<file path="src/rtl/spi_seq.sv">
//------------------------------------------------------------------------------
// Module   : spi_seq
// Brief    : Multi-byte SPI transaction sequencer placed in front of a
//            single-byte SPI master. Frames a whole transfer with chip
//            select, feeds the master from a TX FIFO one byte per wr pulse
//            and collects the received bytes into an RX FIFO.
// Options  : SPI_SEQ_RX_EN - when defined, the RX FIFO, rx_ovf and rx_rd
//            logic are built. When undefined the block is write-only:
//            rx_empty=1, rx_data=0, rx_ovf=0 and m_dout is discarded.
// Revision : 1.0 - initial release
//------------------------------------------------------------------------------
`default_nettype none

module spi_seq #(
  parameter int         DEPTH = 8,      // FIFO depth in bytes, power of two 2..256
  parameter logic [7:0] FILL  = 8'hFF   // byte sent when TX runs dry mid-transfer
) (
  input  logic       clk,
  input  logic       rst,        // asynchronous, active low
  // host TX side
  input  logic [7:0] tx_data,
  input  logic       tx_wr,
  output logic       tx_full,
  // host RX side
  output logic [7:0] rx_data,
  input  logic       rx_rd,
  output logic       rx_empty,
  // transfer control
  input  logic       start,
  input  logic [7:0] xfer_len,
  input  logic [7:0] cfg_dvsr,
  output logic       busy,
  output logic       xfer_done,
  output logic       rx_ovf,
  // SPI chip select
  output logic       spi_cs_n,
  // byte master interface
  output logic [7:0] m_din,
  output logic [7:0] m_dvsr,
  output logic       m_wr,
  input  logic [7:0] m_dout,
  input  logic       m_done,
  input  logic       m_idle
);

  localparam int             c_aw      = $clog2(DEPTH);
  localparam logic [c_aw:0]  c_ptr_one = 1;

  typedef enum logic [2:0] {
    S_IDLE  = 3'd0,
    S_SETUP = 3'd1,
    S_LOAD  = 3'd2,
    S_WAIT  = 3'd3,
    S_HOLD  = 3'd4
  } state_t;

  // FSM state and sequencing registers
  state_t     r_state;
  state_t     w_state_nx;
  logic       r_cnt;          // two-cycle phase counter for SETUP and HOLD
  logic       w_cnt_nx;
  logic [7:0] r_remaining;    // bytes still to be exchanged in this frame

  // FSM decode strobes
  logic       w_accept;       // start accepted in IDLE
  logic       w_try_load;     // FSM wants to hand a byte to the master
  logic       w_issue;        // byte handed to the master this cycle
  logic       w_rx_capture;   // master returned a byte while in WAIT
  logic       w_finish;       // last HOLD cycle, frame ends

  // registered outputs
  logic       r_busy;
  logic       r_cs_n;
  logic       r_done;
  logic       r_m_wr;
  logic [7:0] r_m_din;
  logic [7:0] r_m_dvsr;

  //----------------------------------------------------------------------------
  // TX FIFO
  //----------------------------------------------------------------------------
  logic [7:0]  r_tx_mem [DEPTH];
  logic [c_aw:0] r_tx_wp;
  logic [c_aw:0] r_tx_rp;
  logic        w_tx_empty;
  logic        w_tx_full;
  logic        w_tx_push;
  logic        w_tx_pop;
  logic [7:0]  w_tx_head;

  assign w_tx_empty = (r_tx_wp == r_tx_rp);
  assign w_tx_full  = (r_tx_wp[c_aw-1:0] == r_tx_rp[c_aw-1:0]) &&
                      (r_tx_wp[c_aw] != r_tx_rp[c_aw]);
  assign w_tx_head  = r_tx_mem[r_tx_rp[c_aw-1:0]];
  // A pop never happens on an empty FIFO; FILL is sent instead.
  assign w_tx_pop   = w_issue && !w_tx_empty;
  // When full, a same-cycle pop frees the slot the push lands in.
  assign w_tx_push  = tx_wr && (!w_tx_full || w_tx_pop);

  // TX storage write port; contents need no reset because pointers gate them
  always_ff @(posedge clk) begin
    if (w_tx_push) begin
      r_tx_mem[r_tx_wp[c_aw-1:0]] <= tx_data;
    end
  end

  // TX pointer update
  always_ff @(posedge clk or negedge rst) begin
    if (!rst) begin
      r_tx_wp <= '0;
      r_tx_rp <= '0;
    end else begin
      if (w_tx_push) begin
        r_tx_wp <= r_tx_wp + c_ptr_one;
      end
      if (w_tx_pop) begin
        r_tx_rp <= r_tx_rp + c_ptr_one;
      end
    end
  end

  assign tx_full = w_tx_full;

  //----------------------------------------------------------------------------
  // RX FIFO (optional)
  //----------------------------------------------------------------------------
`ifdef SPI_SEQ_RX_EN
  logic [7:0]    r_rx_mem [DEPTH];
  logic [c_aw:0] r_rx_wp;
  logic [c_aw:0] r_rx_rp;
  logic          w_rx_empty;
  logic          w_rx_full;
  logic          w_rx_push;
  logic          w_rx_pop;
  logic          r_rx_ovf;

  assign w_rx_empty = (r_rx_wp == r_rx_rp);
  assign w_rx_full  = (r_rx_wp[c_aw-1:0] == r_rx_rp[c_aw-1:0]) &&
                      (r_rx_wp[c_aw] != r_rx_rp[c_aw]);
  assign w_rx_pop   = rx_rd && !w_rx_empty;
  assign w_rx_push  = w_rx_capture && (!w_rx_full || w_rx_pop);

  // RX storage write port
  always_ff @(posedge clk) begin
    if (w_rx_push) begin
      r_rx_mem[r_rx_wp[c_aw-1:0]] <= m_dout;
    end
  end

  // RX pointers and sticky overflow flag
  always_ff @(posedge clk or negedge rst) begin
    if (!rst) begin
      r_rx_wp  <= '0;
      r_rx_rp  <= '0;
      r_rx_ovf <= 1'b0;
    end else begin
      if (w_rx_push) begin
        r_rx_wp <= r_rx_wp + c_ptr_one;
      end
      if (w_rx_pop) begin
        r_rx_rp <= r_rx_rp + c_ptr_one;
      end
      if (w_accept) begin
        r_rx_ovf <= 1'b0;
      end else if (w_rx_capture && !w_rx_push) begin
        r_rx_ovf <= 1'b1;
      end
    end
  end

  // Head is masked to zero while empty so stale storage never shows.
  assign rx_data  = w_rx_empty ? 8'h00 : r_rx_mem[r_rx_rp[c_aw-1:0]];
  assign rx_empty = w_rx_empty;
  assign rx_ovf   = r_rx_ovf;
`else
  // Write-only build: received bytes and host reads are discarded.
  logic w_unused;
  assign w_unused = &{1'b0, rx_rd, m_dout, w_rx_capture};

  assign rx_data  = 8'h00;
  assign rx_empty = 1'b1;
  assign rx_ovf   = 1'b0;
`endif

  //----------------------------------------------------------------------------
  // Sequencer FSM
  //----------------------------------------------------------------------------

  // FSM state register, phase counter and byte countdown
  always_ff @(posedge clk or negedge rst) begin
    if (!rst) begin
      r_state     <= S_IDLE;
      r_cnt       <= 1'b0;
      r_remaining <= 8'd0;
    end else begin
      r_state <= w_state_nx;
      r_cnt   <= w_cnt_nx;
      if (w_accept) begin
        r_remaining <= xfer_len;
      end else if (w_rx_capture) begin
        r_remaining <= r_remaining - 8'd1;
      end
    end
  end

  // Next-state decode; a load request issues immediately when the master is
  // idle, so the first byte and back-to-back bytes lose no extra cycle.
  always_comb begin
    w_state_nx   = r_state;
    w_cnt_nx     = r_cnt;
    w_accept     = 1'b0;
    w_try_load   = 1'b0;
    w_issue      = 1'b0;
    w_rx_capture = 1'b0;
    w_finish     = 1'b0;

    case (r_state)
      S_IDLE: begin
        if (start && (xfer_len != 8'd0)) begin
          w_accept   = 1'b1;
          w_state_nx = S_SETUP;
          w_cnt_nx   = 1'b0;
        end
      end
      S_SETUP: begin
        if (r_cnt) begin
          w_try_load = 1'b1;
        end else begin
          w_cnt_nx = 1'b1;
        end
      end
      S_LOAD: begin
        w_try_load = 1'b1;
      end
      S_WAIT: begin
        if (m_done) begin
          w_rx_capture = 1'b1;
          if (r_remaining == 8'd1) begin
            w_state_nx = S_HOLD;
            w_cnt_nx   = 1'b0;
          end else begin
            w_try_load = 1'b1;
          end
        end
      end
      S_HOLD: begin
        if (r_cnt) begin
          w_finish   = 1'b1;
          w_state_nx = S_IDLE;
        end else begin
          w_cnt_nx = 1'b1;
        end
      end
      default: begin
        w_state_nx = S_IDLE;
      end
    endcase

    if (w_try_load) begin
      if (m_idle) begin
        w_issue    = 1'b1;
        w_state_nx = S_WAIT;
      end else begin
        w_state_nx = S_LOAD;
      end
    end
  end

  // Registered outputs to the host, the chip select and the byte master
  always_ff @(posedge clk or negedge rst) begin
    if (!rst) begin
      r_busy   <= 1'b0;
      r_cs_n   <= 1'b1;
      r_done   <= 1'b0;
      r_m_wr   <= 1'b0;
      r_m_din  <= 8'h00;
      r_m_dvsr <= 8'h00;
    end else begin
      r_done <= w_finish;
      r_m_wr <= w_issue;
      if (w_accept) begin
        r_busy   <= 1'b1;
        r_cs_n   <= 1'b0;
        r_m_dvsr <= cfg_dvsr;
      end else if (w_finish) begin
        r_busy <= 1'b0;
        r_cs_n <= 1'b1;
      end
      if (w_issue) begin
        r_m_din <= w_tx_empty ? FILL : w_tx_head;
      end
    end
  end

  assign busy      = r_busy;
  assign spi_cs_n  = r_cs_n;
  assign xfer_done = r_done;
  assign m_wr      = r_m_wr;
  assign m_din     = r_m_din;
  assign m_dvsr    = r_m_dvsr;

endmodule

`default_nettype wire

</file>
<file path="config.mk">
export PLATFORM = sky130hd
export DESIGN_NAME = spi_seq
export DESIGN_NICKNAME = d
export VERILOG_FILES = /design/src/rtl/spi_seq.sv
export SDC_FILE = /design/constraint.sdc
export NUM_CORES = 1
export LEC_CHECK = 0
export CAP_MARGIN = 20
export CORE_ASPECT_RATIO = 1.1
export CORE_UTILIZATION = 48
export CTS_BUF_LIST = sky130_fd_sc_hd__clkbuf_8
export DETAILED_ROUTE_END_ITERATION = 12
export PLACE_DENSITY = 0.72
export SYNTH_ARGS = -nofsm -noshare
export SYNTH_HDL_FRONTEND = slang
export SYNTH_SLANG_ARGS = --single-unit
</file>
<file path="constraint.sdc">
create_clock -name clk -period 2.99 [get_ports clk]
set_input_delay 0.299 -clock clk [delete_from_list [all_inputs] [get_ports clk]]
set_output_delay 0.299 -clock clk [all_outputs]
set_load 0.01 [all_outputs]
</file>
==> reports/results.ini, run 1 <==
[run_status]
status=complete, no violations

[clocking]
cts_buffer_depth=2
postCtsSetupRepairBufs=0
cts_repair_resize_count=0
cts.reportedPaths.clkPinSlew_ps=100
clkLatencyLatePin_ps=370
ctsRootBufferMaster=sky130_fd_sc_hd__clkbuf_8
tritoncts_clock_tree=yes
htree_num_levels=3
cts.hold.buffers_added=0
tritoncts_num_sinks=104
cts_made_buffers=9

[die]
floorplan.io_pins=70
rows=36
design.core.area_sq_um=8960
initial_core_util_pct=49.9
fp.dieW_um=94.1
die-height_um=103
fp.dieArea_sq_um=9720

[setup_path]
worst_ep_required_time_ps=2690
timing.critical_path.fanout_max=11
regToRegStartpoint=r_state[0]
setup_slack_of_the_worst_register_to_register_path_ps=570
crit_path_start_kind=flip-flop
worst-setup-path-type=flip-flop to primary output
reg2reg_to=r_tx_mem[4][3]
worst_r2r_path_depth=6
endpoint_kind=primary output
critical_path_arrival_ps=2320

[layout]
syn2layout_area_growth_pct=17.2
fin_nets=386
final_common_cell=sky130_fd_sc_hd__edfxtp_1
drive_gt1_share_pct=19.0
n_fill_cell=699
layout_common_cells=sky130_fd_sc_hd__edfxtp_1 (64), sky130_fd_sc_hd__clkdlybuf4s50_1 (49), sky130_fd_sc_hd__dfrtp_1 (39)
antenna_cells_inserted=0
register_area_sq_um=2920
multiInputGateArea_sq_um=1380
final_util_pct=58.6

[global_routing]
grt_pass1_wl_um=12600
antenna_found_initial=0
grt_max_degree=41
via_count_of_the_first_global_routing_pass=2564
globalRouteTotalUtil_pct=17.7
globalRouteOverflowTotal=0

[synthesis]
synth_compound_area_share_pct=7.15
synth_async_reset_ratio_pct=38.5
synth_enable_flop_cells=64
post_synth_instance_area_sq_um=4480
synth_top_family_by_area=multiplexers
synth_cell_types=50
synth-seq-cells=104
synth.yosys.warnings=0
avgSynthCellArea_sq_um=15.5
synthesized_instance_count=289
synth-main-ff-cell=sky130_fd_sc_hd__edfxtp_1
synth_xor_xnor_area_share_pct=2.15
synth_simple_gate_area_share_pct=6.93
yosys-mux-area-fraction_pct=12.7
seq_area_frac_synth_pct=65.3
synth_adder_area_share_pct=1.12

[power]
power_leakage_nw=1.90
pwr_density_cell_nw_per_um2=937
vdd_drop_max_v=0.000440

[route]
detailedRoute.firstIterationViolations=149
drtAntennaViolNets=0
vias=2573
dr.pass1.iters=4
detail_route.wl_per_cell_um=17.3
vias_per_cell=5.57
drc_errors=0
wirelength_um=7980

[timing]
post-route-period-util_pct=87.6
setup_total_negative_slack_ps=0
post-route-min-period_ps=2620
fmax_mhz=382
skew_ps=18.4
rsz0062_at_grt=false
max_slew.worst_pin.slew_ps=869
hold_viol_final=0
slew_headroom_pct=42.1
slew_violations=0
setup-violations-final=0

[place]
gp_routability_congestion=0.808
placement.io_buffers=50
hpwl_um=5570

[job]
drv.max_cap_violation_count=0

[hold_path]
worstHoldPathType=primary input to async pin

==> per-layer routing <==
| metal | wire (um) | up-vias | track usage (%) |
|---|---|---|---|
| met1 | 3490 | 1313 | 22.2 |
| li1 | - | 1180 | - |
| met4 | 106 | 0 | 6.98 |
| met3 | 302 | 12 | 3.14 |
| met2 | 4080 | 68 | 30.8 |
| met5 | 0 | - | 0 |
==> metrics by stage <==
stage	setup slack (ps)	power, mW	hold WS, ps	cell area, sq um	instances
6_report	372	4.92	41.6	5250	462
3_5_place_dp	399	4.12	460	5050	446
2_1_floorplan	482	3.51	3.41	4510	297
5_1_grt	229	5.23	116	5250	462
3_3_place_gp	421	4.05	448	5050	446
4_1_cts	321	4.97	71.8	5250	462
==> worst max-delay path by stage <==
stage                    start              to  slack [ps]  cells past startpoint
detailed placement      m_done  r_tx_mem[0][5]         400                      7
CTS                 r_tx_rp[2]         tx_full         320                      5
global route        r_tx_rp[2]         tx_full         230                      5
global placement        m_done  r_tx_mem[7][5]         420                      6
floorplan           r_state[2]  r_tx_mem[0][0]         480                      7
finish              r_tx_rp[2]         tx_full         370                      5
==> critical path: stages, from the launching register on <==
cell                              delay, ps
sky130_fd_sc_hd__dfrtp_1                570
sky130_fd_sc_hd__xor2_1                 240
sky130_fd_sc_hd__nor3_1                 190
sky130_fd_sc_hd__or2b_1                 360
sky130_fd_sc_hd__inv_1                   90
sky130_fd_sc_hd__clkdlybuf4s50_1        530
==> cell type report <==
class	count	area share (%)
clock buffers	9	2.36
clock inverters	7	1.45
inverters	8	0.572
multi-input cells	160	26.3
flip-flops and latches	104	55.7
well taps	114	2.72
repair buffers	60	10.9
==> sequential cells by signal (all words and copies together) (netlist names) <==
signal / cells
r_cnt: 1
r_state: 3
spi_cs_n: 1
r_tx_rp: 4
m_dvsr: 8
m_din: 8
busy: 1
xfer_done: 1
r_tx_mem: 64
r_tx_wp: 4
m_wr: 1
r_remaining: 8
==> Yosys cell counts (all sizes together) (5+ instances only) <==
master  count  area, sq um
edfxtp     64         1920
dfrtp      39          976
buf        21          156
mux2       18          206
nand2      18         70.1
mux4       16          360
nor3        9         45.0
o21ai       9         56.3
a21oi       8         40.0
inv         8         30.0
nor2        8         30.0
o22a        8         70.1
xnor2       7         61.3
o211ai      5         37.5
==> cell families (layout without fill, tap and decap cells) <==
family | Yosys count | count (layout)
buf+inv | 33 | 84
mux | 34 | 34
compound gates | 44 | 44
simple gates | 57 | 57
xor+xnor | 11 | 11
other cells | 2 | 10
flops | 104 | 104
fa+ha+maj | 4 | 4
==> where the power goes <==
group	leakage (nW)	total, mW	internal (mW)	switching, mW
clock network	0.103	0.860	0.335	0.525
logic	0.740	1.83	1.00	0.827
registers	1.05	2.23	1.92	0.308
(Power assumes the default switching activity.)
==> run 2, diff against run 1 <==
- CORE_UTILIZATION: 48 -> 56
- PLACE_DENSITY: 0.72 -> 0.83
==> run 2 against run 1 <==
Cell count shrank 1.3%. Count of clock-buffer cells in the layout grew 1. Utilization up 11 points. Die area fell by 14%.
==> reports/results.ini, run 2 (same netlist as run 1, synthesis figures left out) <==
[timing]
hold_viol_final=0  ; unchanged
timing.final.ws_setup_ps=404  ; was 372 ps
skew_ps=9.91  ; was 18.4 ps
slew_headroom_pct=37.2  ; was 42.1%
setup-violations-final=0  ; unchanged
finalHoldWorstSlack_ps=75.6  ; was 41.6 ps
slew_violations=0  ; unchanged
post-route-min-period_ps=2590  ; was 2620 ps
setup_total_negative_slack_ps=0  ; unchanged
rsz0062_at_grt=false  ; unchanged
max_slew.worst_pin.slew_ps=942  ; was 869 ps
fmax_mhz=387  ; was 382 MHz
post-route-period-util_pct=86.5  ; was 87.6%

[power]
p_clk_share_pct=18.6  ; was 17.5%
seq_power_share_pct=43.6  ; was 45.4%
power_leakage_nw=1.92  ; was 1.90 nW
p_sw_share_pct=33.1  ; was 33.8%
vdd_drop_max_v=0.000577  ; was 0.000440 V
pwr_density_cell_nw_per_um2=954  ; was 937 nW/um^2
total_switching_power_mw=1.67  ; was 1.66 mW
power.share.combinational_pct=37.8  ; was 37.1%
internal_power_mw=3.37  ; was 3.26 mW

[place]
post-place-ws_ps=380  ; was 399 ps
gp_routability_congestion=0.846  ; was 0.808
hpwl_um=5530  ; was 5570 um
placement.io_buffers=50  ; unchanged

[clocking]
cts_buffer_depth=2  ; unchanged
postCtsSetupRepairBufs=0  ; unchanged
cts_repair_resize_count=0  ; unchanged
htree_num_levels=3  ; unchanged
cts.hold.buffers_added=0  ; unchanged
tritoncts_num_sinks=104  ; unchanged
cts_made_buffers=9  ; unchanged
ctsRootBufferMaster=sky130_fd_sc_hd__clkbuf_8  ; unchanged
cts.reportedPaths.clkPinSlew_ps=110  ; was 100 ps
tritoncts_clock_tree=yes  ; unchanged
clkLatencyLatePin_ps=360  ; was 370 ps

[setup_path]
worst-setup-path-type=flip-flop to primary output  ; unchanged
endpoint_kind=primary output  ; unchanged
crit_path_start_kind=flip-flop  ; unchanged
worst_r2r_path_depth=6  ; unchanged
reg2reg_to=r_tx_mem[0][6]  ; was r_tx_mem[4][3]
regToRegStartpoint=r_state[0]  ; unchanged
timing.critical_path.fanout_max=9  ; was 11
setup_slack_of_the_worst_register_to_register_path_ps=530  ; was 570 ps
worst_ep_required_time_ps=2690  ; about the same
critical_path_arrival_ps=2290  ; was 2320 ps

[die]
fp.dieW_um=87.3  ; was 94.1 um
fp.dieArea_sq_um=8360  ; was 9720 sq um
initial_core_util_pct=58.9  ; was 49.9%
design.core.area_sq_um=7600  ; was 8960 sq um
floorplan.io_pins=70  ; unchanged
rows=33  ; was 36
die-height_um=95.8  ; was 103 um

[global_routing]
globalRouteTotalUtil_pct=21.7  ; was 17.7%
grt_pass1_wl_um=12900  ; was 12600 um
globalRouteOverflowTotal=0  ; unchanged
antenna_found_initial=0  ; unchanged
via_count_of_the_first_global_routing_pass=2607  ; was 2564
grt_max_degree=41  ; unchanged

[route]
drc_errors=0  ; unchanged
dr.pass1.iters=4  ; unchanged
dr.max_layer_used=met4  ; unchanged
detailedRoute.firstIterationViolations=167  ; was 149
detail_route.wl_per_cell_um=18.2  ; was 17.3 um
wl_met1_um=3540  ; was 3490 um
vias_per_cell=5.75  ; was 5.57
drtAntennaViolNets=0  ; unchanged
vias=2623  ; was 2573
dr_wl_met3_um=406  ; was 302 um
met2_wirelength_um=4210  ; was 4080 um
wirelength_um=8300  ; was 7980 um

[layout]
layout_common_cells=sky130_fd_sc_hd__edfxtp_1 (64), sky130_fd_sc_hd__clkdlybuf4s50_1 (49), sky130_fd_sc_hd__dfrtp_1 (39)  ; unchanged
antenna_cells_inserted=0  ; unchanged
n_fill_cell=533  ; was 699
fin_nets=389  ; was 386
largest_register_ffs=64  ; unchanged
drive_gt1_share_pct=19.7  ; was 19.0%
syn2layout_area_growth_pct=18.0  ; was 17.2%
final_common_cell=sky130_fd_sc_hd__edfxtp_1  ; unchanged

[hold_path]
worstHoldPathType=primary input to async pin  ; unchanged

[run_status]
status=complete, no violations  ; unchanged

[job]
drv.max_cap_violation_count=0  ; unchanged

==> run 2: worst max-delay path, cell delays in order, from the launching register on <==
cell and delay [ps]:
sky130_fd_sc_hd__dfrtp_1 500, sky130_fd_sc_hd__xor2_1 200, sky130_fd_sc_hd__nor3_1 270, sky130_fd_sc_hd__or2b_1 350, sky130_fd_sc_hd__inv_1 80, sky130_fd_sc_hd__clkdlybuf4s50_1 530
==> run 2: worst max-delay path by stage <==
| stage | startpoint | to | cells past startpoint |
|---|---|---|---|
| after detailed placement | m_done | r_tx_mem[0][1] | 7 |
| after CTS | r_tx_wp[0] | tx_full | 5 |
| final | r_tx_wp[0] | tx_full | 5 |
| after global routing | r_tx_wp[0] | tx_full | 5 |
| after floorplan | r_state[2] | r_tx_mem[0][0] | 7 |
| after global placement | m_done | r_tx_mem[0][1] | 7 |
==> run 2: area by class of cell <==
class / instances / area (sq um) / area share (%)
Clock buffer: 10 / 138 / 2.61
Clock inverter: 6 / 83.8 / 1.59
Inverter: 8 / 30.0 / 0.569
Multi-Input combinational cell: 160 / 1380 / 26.2
Sequential cell: 104 / 2920 / 55.4
Tap cell: 105 / 131 / 2.49
Timing Repair Buffer: 63 / 593 / 11.2
==> run 2: metal layers <==
metal / global-route usage [%] / vias to the layer above
met5: 0 / -
met4: 6.69 / 0
met3: 5.49 / 15
met2: 37.4 / 92
met1: 27.2 / 1327
li1: - / 1189
==> run 2: power groups by stage <==
| stage | clock network [mW] | logic [mW] | registers, mW |
|---|---|---|---|
| floorplan | 0 | 1.34 | 2.17 |
| global placement | 0 | 1.86 | 2.21 |
| detailed placement | 0 | 1.92 | 2.23 |
| CTS | 0.950 | 1.93 | 2.20 |
| global route | 0.999 | 2.08 | 2.24 |
| finish | 0.937 | 1.90 | 2.20 |
==> run 2: metrics by stage <==
stage	utilization, %	instances	instance area, sq um	total power, mW
6_report	69.5	456	5280	5.04
4_1_cts	69.5	456	5280	5.07
2_1_floorplan	-	297	4510	3.51
5_1_grt	69.5	456	5280	5.32
3_5_place_dp	66.6	440	5060	4.14
3_3_place_gp	66.6	440	5060	4.06
==> patch 1, RTL diff (settings of run 1) <==
Build with the macro `SPI_SEQ_RX_EN` defined.
--- a/src/rtl/spi_seq.sv
+++ b/src/rtl/spi_seq.sv
@@ -10,6 +10,8 @@
 // Revision : 1.0 - initial release
 //------------------------------------------------------------------------------
 `default_nettype none
+
+`define SPI_SEQ_RX_EN
 
 module spi_seq #(
   parameter int         DEPTH = 8,      // FIFO depth in bytes, power of two 2..256
Formal check against the unedited RTL: not equivalent (Yosys sat finds a counterexample within 10 cycles, from zero or initial values and one cycle with rst low).
==> patch 1 against run 1 <==
  * Sequential cell count up 73
  * Worst setup slack worse by 0.12 ns
  * Area after synthesis up 66%
  * Wire length up 82%
  * Combinational power up 69%
  * Total power up 70%
  * Clock skew down 0.0074 ns
  * Design area up 68%
  * Largest cell class unchanged
  * Largest power group unchanged
==> patch 1: results (changes against run 1) <==
* Synth Area in Compound Gates at 4.84% (-2.3 points)
* Final clock skew at 0.0111 ns (-0.00739 ns)
* R2r startpoint: r_remaining[2]$_DFFE_PN0P_
* Maximum clock rate at 365 MHz (-4.4%)
* Mux contribution to synthesized area at 13.7% (+1.0 points)
* Post-synth EDFFs at 128 (+100%)
* Critical path arrival at 2.44 ns (+0.12 ns)
* Final HPWL DP at 10000 um (+80%)
* Most frequent cells after synthesis: edfxtp_1 (128), dfrtp_1 (48), mux4_2 (32)
* Register area share after synthesis at 68.3% (+3.0 points)
* Vias in the first global route at 4124 (+61%)
* Switching share of total power at 33.3% (-0.52 points)
* # DRC at 0 (unchanged)
* Largest net degree at the start of global routing at 50 (+22%)
* Async set-reset flop share out of synthesis at 27.7% (-11 points)
* Share of cells above drive strength 1 at 22.7% (+3.7 points)
* Met1 Use GR at 25.5% (+3.2 points)
* Outcome: finished, final reports clean
* PortBufs at 69 (+38%)
* Critical path's slowest cell: clkdlybuf4s50_1
* CTS Buf Count at 17 (+8)
* Gpl congestion at 0.864 (+7.0%)
* Drt initial violations at 251 (+68%)
* Critical path's top delay family: buffers and inverters
* # resized after CTS at 0 (unchanged)
* Place WS at 0.389 ns (-0.0109 ns)
* Post-Route WL at 14500 um (+82%)
* CP Capture Point: rx_empty
* Final net count at 565 (+46%)
* GRT Total Usage at 19.7% (+2.0 points)
* Routed vias/inst at 5.57 (about the same)
* Dominant cells by area after synthesis: edfxtp_1 (52%), dfrtp_1 (16%), mux4_2 (9.7%)
* Met2 Use GR at 33.0% (+2.2 points)
* Synth Area in XOR/XNOR at 2.71% (+0.56 points)
* Relative max-transition margin at 66.2% (+24 points)
* H-tree levels at 4 (+1)
* Crit path from: r_rx_rp[0]$_DFFE_PN0P_
* Met3 GRT Util at 3.75% (+0.61 points)
* IR drop worst, VDD at 0.000448 V (+1.7%)
* First-pass GRT wire length at 23000 um (+83%)
* Leak Pwr at 0.00312 uW (+65%)
* Clock transition at path regs at 0.09 ns
* Adder-cell share of the synthesized area at 1.01% (-0.11 points)
* Clk_lat worst skew at 0.47 ns (+0.10 ns)
* Worst R2R Setup Slack at 0.62 ns (+0.05 ns)
* Worst r2r dst: r_tx_mem[1][4]$_DFFE_PP_
* Crit path max fanout at 20 (+9)
* Slowest stage delay, CP at approximately 0.56 ns
* FILL cells at 1184 (+69%)
* Post-synth cell types at 61 (+22%)
==> patch 1: changes by cell type after synthesis, moves of 8 or more <==
| cell | delta |
|---|---|
| nor2_1 | +12 |
| edfxtp_1 | +64 |
| mux2i_1 | +8 |
| buf_4 | -9 |
| mux4_2 | +16 |
| dfrtp_1 | +9 |
==> patch 1: power groups by stage <==
stage / registers, uW / logic [uW] / clock network [uW]
5_1_grt: 3660 / 3330 / 1780
6_report: 3590 / 3090 / 1660
3_3_place_gp: 3610 / 3050 / 0
2_1_floorplan: 3440 / 2240 / 0
4_1_cts: 3590 / 3140 / 1690
3_5_place_dp: 3630 / 3130 / 0
==> patch 1: area by class of cell <==
cell class	count	area [um2]	share of cell area [%]
inverter	8	30.0	0.340
clock inverter	15	168	1.90
multi-input combinational	221	2180	24.7
tap	196	245	2.78
sequential	177	5070	57.5
timing repair buffer	95	896	10.2
clock buffer	17	234	2.65
==> patch 1: routing by layer <==
| metal | part of all wire, % | wire [um] |
|---|---|---|
| met1 | 42 | 6030 |
| met2 | 52 | 7530 |
| met3 | 4.6 | 668 |
| met4 | 1.8 | 255 |
| met5 | 0 | 0 |
==> patch 1: what timing repair did <==
item / CTS / global route
setup buffers: 0 / 0
hold buffers: 0 / 1
endpoints found under the hold margin: 0 / 12
==> patch 1: how the worst min path moves through the flow <==
| stage | from | endpoint | slack [ns] | cells after the start |
|---|---|---|---|---|
| finish | rst | m_dvsr[0]$_DFFE_PN0P_ | 0.27 | 2 |
| global route | rst | m_dvsr[0]$_DFFE_PN0P_ | 0.28 | 2 |
| CTS | rst | r_tx_rp[3]$_DFFE_PN0P_ | 0.05 | 1 |
| detailed placement | spi_cs_n$_DFFE_PN1P_ | spi_cs_n$_DFFE_PN1P_ | 0.45 | 2 |
| global placement | spi_cs_n$_DFFE_PN1P_ | spi_cs_n$_DFFE_PN1P_ | 0.45 | 2 |
| floorplan | rst | busy$_DFFE_PN0P_ | 0.003 | 0 |
==> patch 1: metrics by stage <==
step / power, uW / std cells / instance area, um2 / hold WS [ns] / util [%]
after detailed placement: 6760 / 695 / 8390 / 0.454 / 55.8
after CTS: 8420 / 727 / 8790 / 0.0518 / 58.4
after global placement: 6660 / 695 / 8390 / 0.450 / 55.8
final: 8340 / 729 / 8820 / 0.268 / 58.6
after global routing: 8770 / 729 / 8820 / 0.281 / 58.6
after floorplan: 5680 / 429 / 7420 / 0.00341 / -
==> patch 1: worst reg2reg max path, stage by stage, from the launching register on <==
cell      delay (ns)
dfrtp_1         0.45
or3_4           0.43
o311ai_4        0.36
nand2_4         0.21
o21ai_0         0.37
nor3_1          0.11
buf_4           0.19
==> patch 2, RTL diff (settings of run 1) <==
Made on the original files. The 5 states of `state_t` get a one-hot encoding in 5 bits.
--- a/src/rtl/spi_seq.sv
+++ b/src/rtl/spi_seq.sv
@@ -46,12 +46,12 @@
   localparam int             c_aw      = $clog2(DEPTH);
   localparam logic [c_aw:0]  c_ptr_one = 1;
 
-  typedef enum logic [2:0] {
-    S_IDLE  = 3'd0,
-    S_SETUP = 3'd1,
-    S_LOAD  = 3'd2,
-    S_WAIT  = 3'd3,
-    S_HOLD  = 3'd4
+  typedef enum logic [4:0] {
+    S_IDLE  = 5'b00001,
+    S_SETUP = 5'b00010,
+    S_LOAD  = 5'b00100,
+    S_WAIT  = 5'b01000,
+    S_HOLD  = 5'b10000
   } state_t;
 
   // FSM state and sequencing registers
Function: same outputs for any inputs over 4 cycles, from zero or initial values and one cycle with rst low; so few cycles prove little.
==> patch 2 against run 1 <==
  * Largest power group unchanged
  * Design area grew 4.6%
  * Total power is 6.6% lower
  * Sequential share of layout area fell by 1.5 points
  * Worst setup slack improved by 0.071 ns
  * Largest cell class unchanged
  * Sequential cell count up 2
  * Highest routed layer unchanged
  * Combinational power down 16%
  * Wire length grew 3.6%
  * Area after synthesis grew 4.9%
==> patch 2: results (changes against run 1) <==
* Outcome: finished, final reports clean
* Vias in the first global route at 2655 (+3.5%)
* Register area share after synthesis at 63.4% (-1.9 points)
* Clk pwr share at 19.2% (+1.7 points)
* Non-clock inverters at 6 (-2)
* Post-synth cell types at 52 (+4.0%)
* Async set-reset flop share out of synthesis at 39.6% (+1.2 points)
* Multi-In Gates at 176 (+10%)
* Metal2 WL at 4100 um (+0.47%)
* Final clock skew at 0.0224 ns (+0.00398 ns)
* Multi-input gate share of total cell area at 28.4% (+2.1 points)
* Routed vias/inst at 5.47 (-1.8%)
* Routed wl met3 at 370 um (+23%)
* Final HPWL DP at 5590 um (+0.38%)
* Gpl congestion at 0.807 (about the same)
* IR drop worst, VDD at 0.000373 V (-15%)
* Synth Area per Inst at 15.3 um2 (-0.96%)
* Final net count at 404 (+4.7%)
* Largest net degree at the start of global routing at 43 (+4.9%)
* CP Capture Point: r_tx_mem[2][6]$_DFFE_PP_
* Most frequent cells after synthesis: edfxtp_1 (64), dfrtp_1 (40), nand2_1 (23)
* Sink Count at 106 (+1.9%)
* WL met1 at 3670 um (+5.0%)
* Met2 Use GR at 29.1% (-1.7 points)
* Logic gate share of total power at 33.4% (-3.7 points)
* Met1 Use GR at 23.3% (+1.1 points)
* Switching share of total power at 32.8% (-1.0 points)
* FILL cells at 755 (+8.0%)
* Worst R2R Setup Slack at 0.44 ns (-0.13 ns)
* Non-clock buffers at 62 (+3.3%)
* Seq/total area at 54.2% (-1.5 points)
* Post-Place Cells at 467 (+4.7%)
* Crit path from: r_remaining[2]$_DFFE_PN0P_
* Final-layout clock-cell area share at 3.67% (-0.14 points)
* Met3 GRT Util at 2.53% (-0.62 points)
* Drt initial violations at 76 (-49%)
* Leak Pwr at 0.00206 uW (+8.7%)
* Post-Route WL at 8270 um (+3.6%)
* Non-clock buffer share of cell area at 10.7% (-0.20 points)
* Relative max-transition margin at 38.9% (-3.2 points)
patch 2: changes by cell type after synthesis, moves of 3 or more:
cell / before / now
a21oi_1: 8 / 2
buf_4: 13 / 10
mux2_2: 16 / 10
mux2_4: 1 / 8
mux2i_1: 0 / 8
nand2_1: 17 / 23
nand3_1: 4 / 7
nor4_1: 2 / 6
nor4b_1: 0 / 3
o22a_1: 8 / 0
xor2_1: 4 / 7
patch 2: kinds of logic after synthesis:
group	share of synthesized area, %
XOR/XNOR	2.24
AND/OR/NAND/NOR	9.91
adder cells (fa/ha/maj)	1.07
multiplexers	14.3
flip-flops	63.4
buffers and inverters	4.05
other	0.160
AO/OA/AOI/OAI	4.85
patch 2: critical path, cell delays in order (launching register included):
cell and delay [ns]:
dfrtp_1 0.47, or4_4 0.55, nor4b_4 0.38, nor3_1 0.14
nor2_1 0.42, nor3_1 0.12, buf_4 0.21
patch 2: stage by stage:
step | total power (uW) | setup WS [ns] | area (um2)
2_1_floorplan | 3200 | 0.237 | 4720
3_3_place_gp | 3720 | 0.516 | 5290
3_5_place_dp | 3770 | 0.480 | 5290
4_1_cts | 4650 | 0.456 | 5490
5_1_grt | 4850 | 0.242 | 5490
6_report | 4600 | 0.443 | 5490
patch 2: worst min path at each step:
| stage | to | cells after the start | start | slack, ns |
|---|---|---|---|---|
| 2_1_floorplan | busy$_DFFE_PN0P_ | 0 | rst | 0.003 |
| 3_5_place_dp | busy$_DFFE_PN0P_ | 1 | rst | 0.49 |
| 4_1_cts | busy$_DFFE_PN0P_ | 1 | rst | 0.07 |
| 6_report | r_state[4]$_DFFE_PN0P_ | 1 | rst | 0.05 |
| 3_3_place_gp | busy$_DFFE_PN0P_ | 2 | busy$_DFFE_PN0P_ | 0.47 |
| 5_1_grt | busy$_DFFE_PN0P_ | 1 | rst | 0.13 |
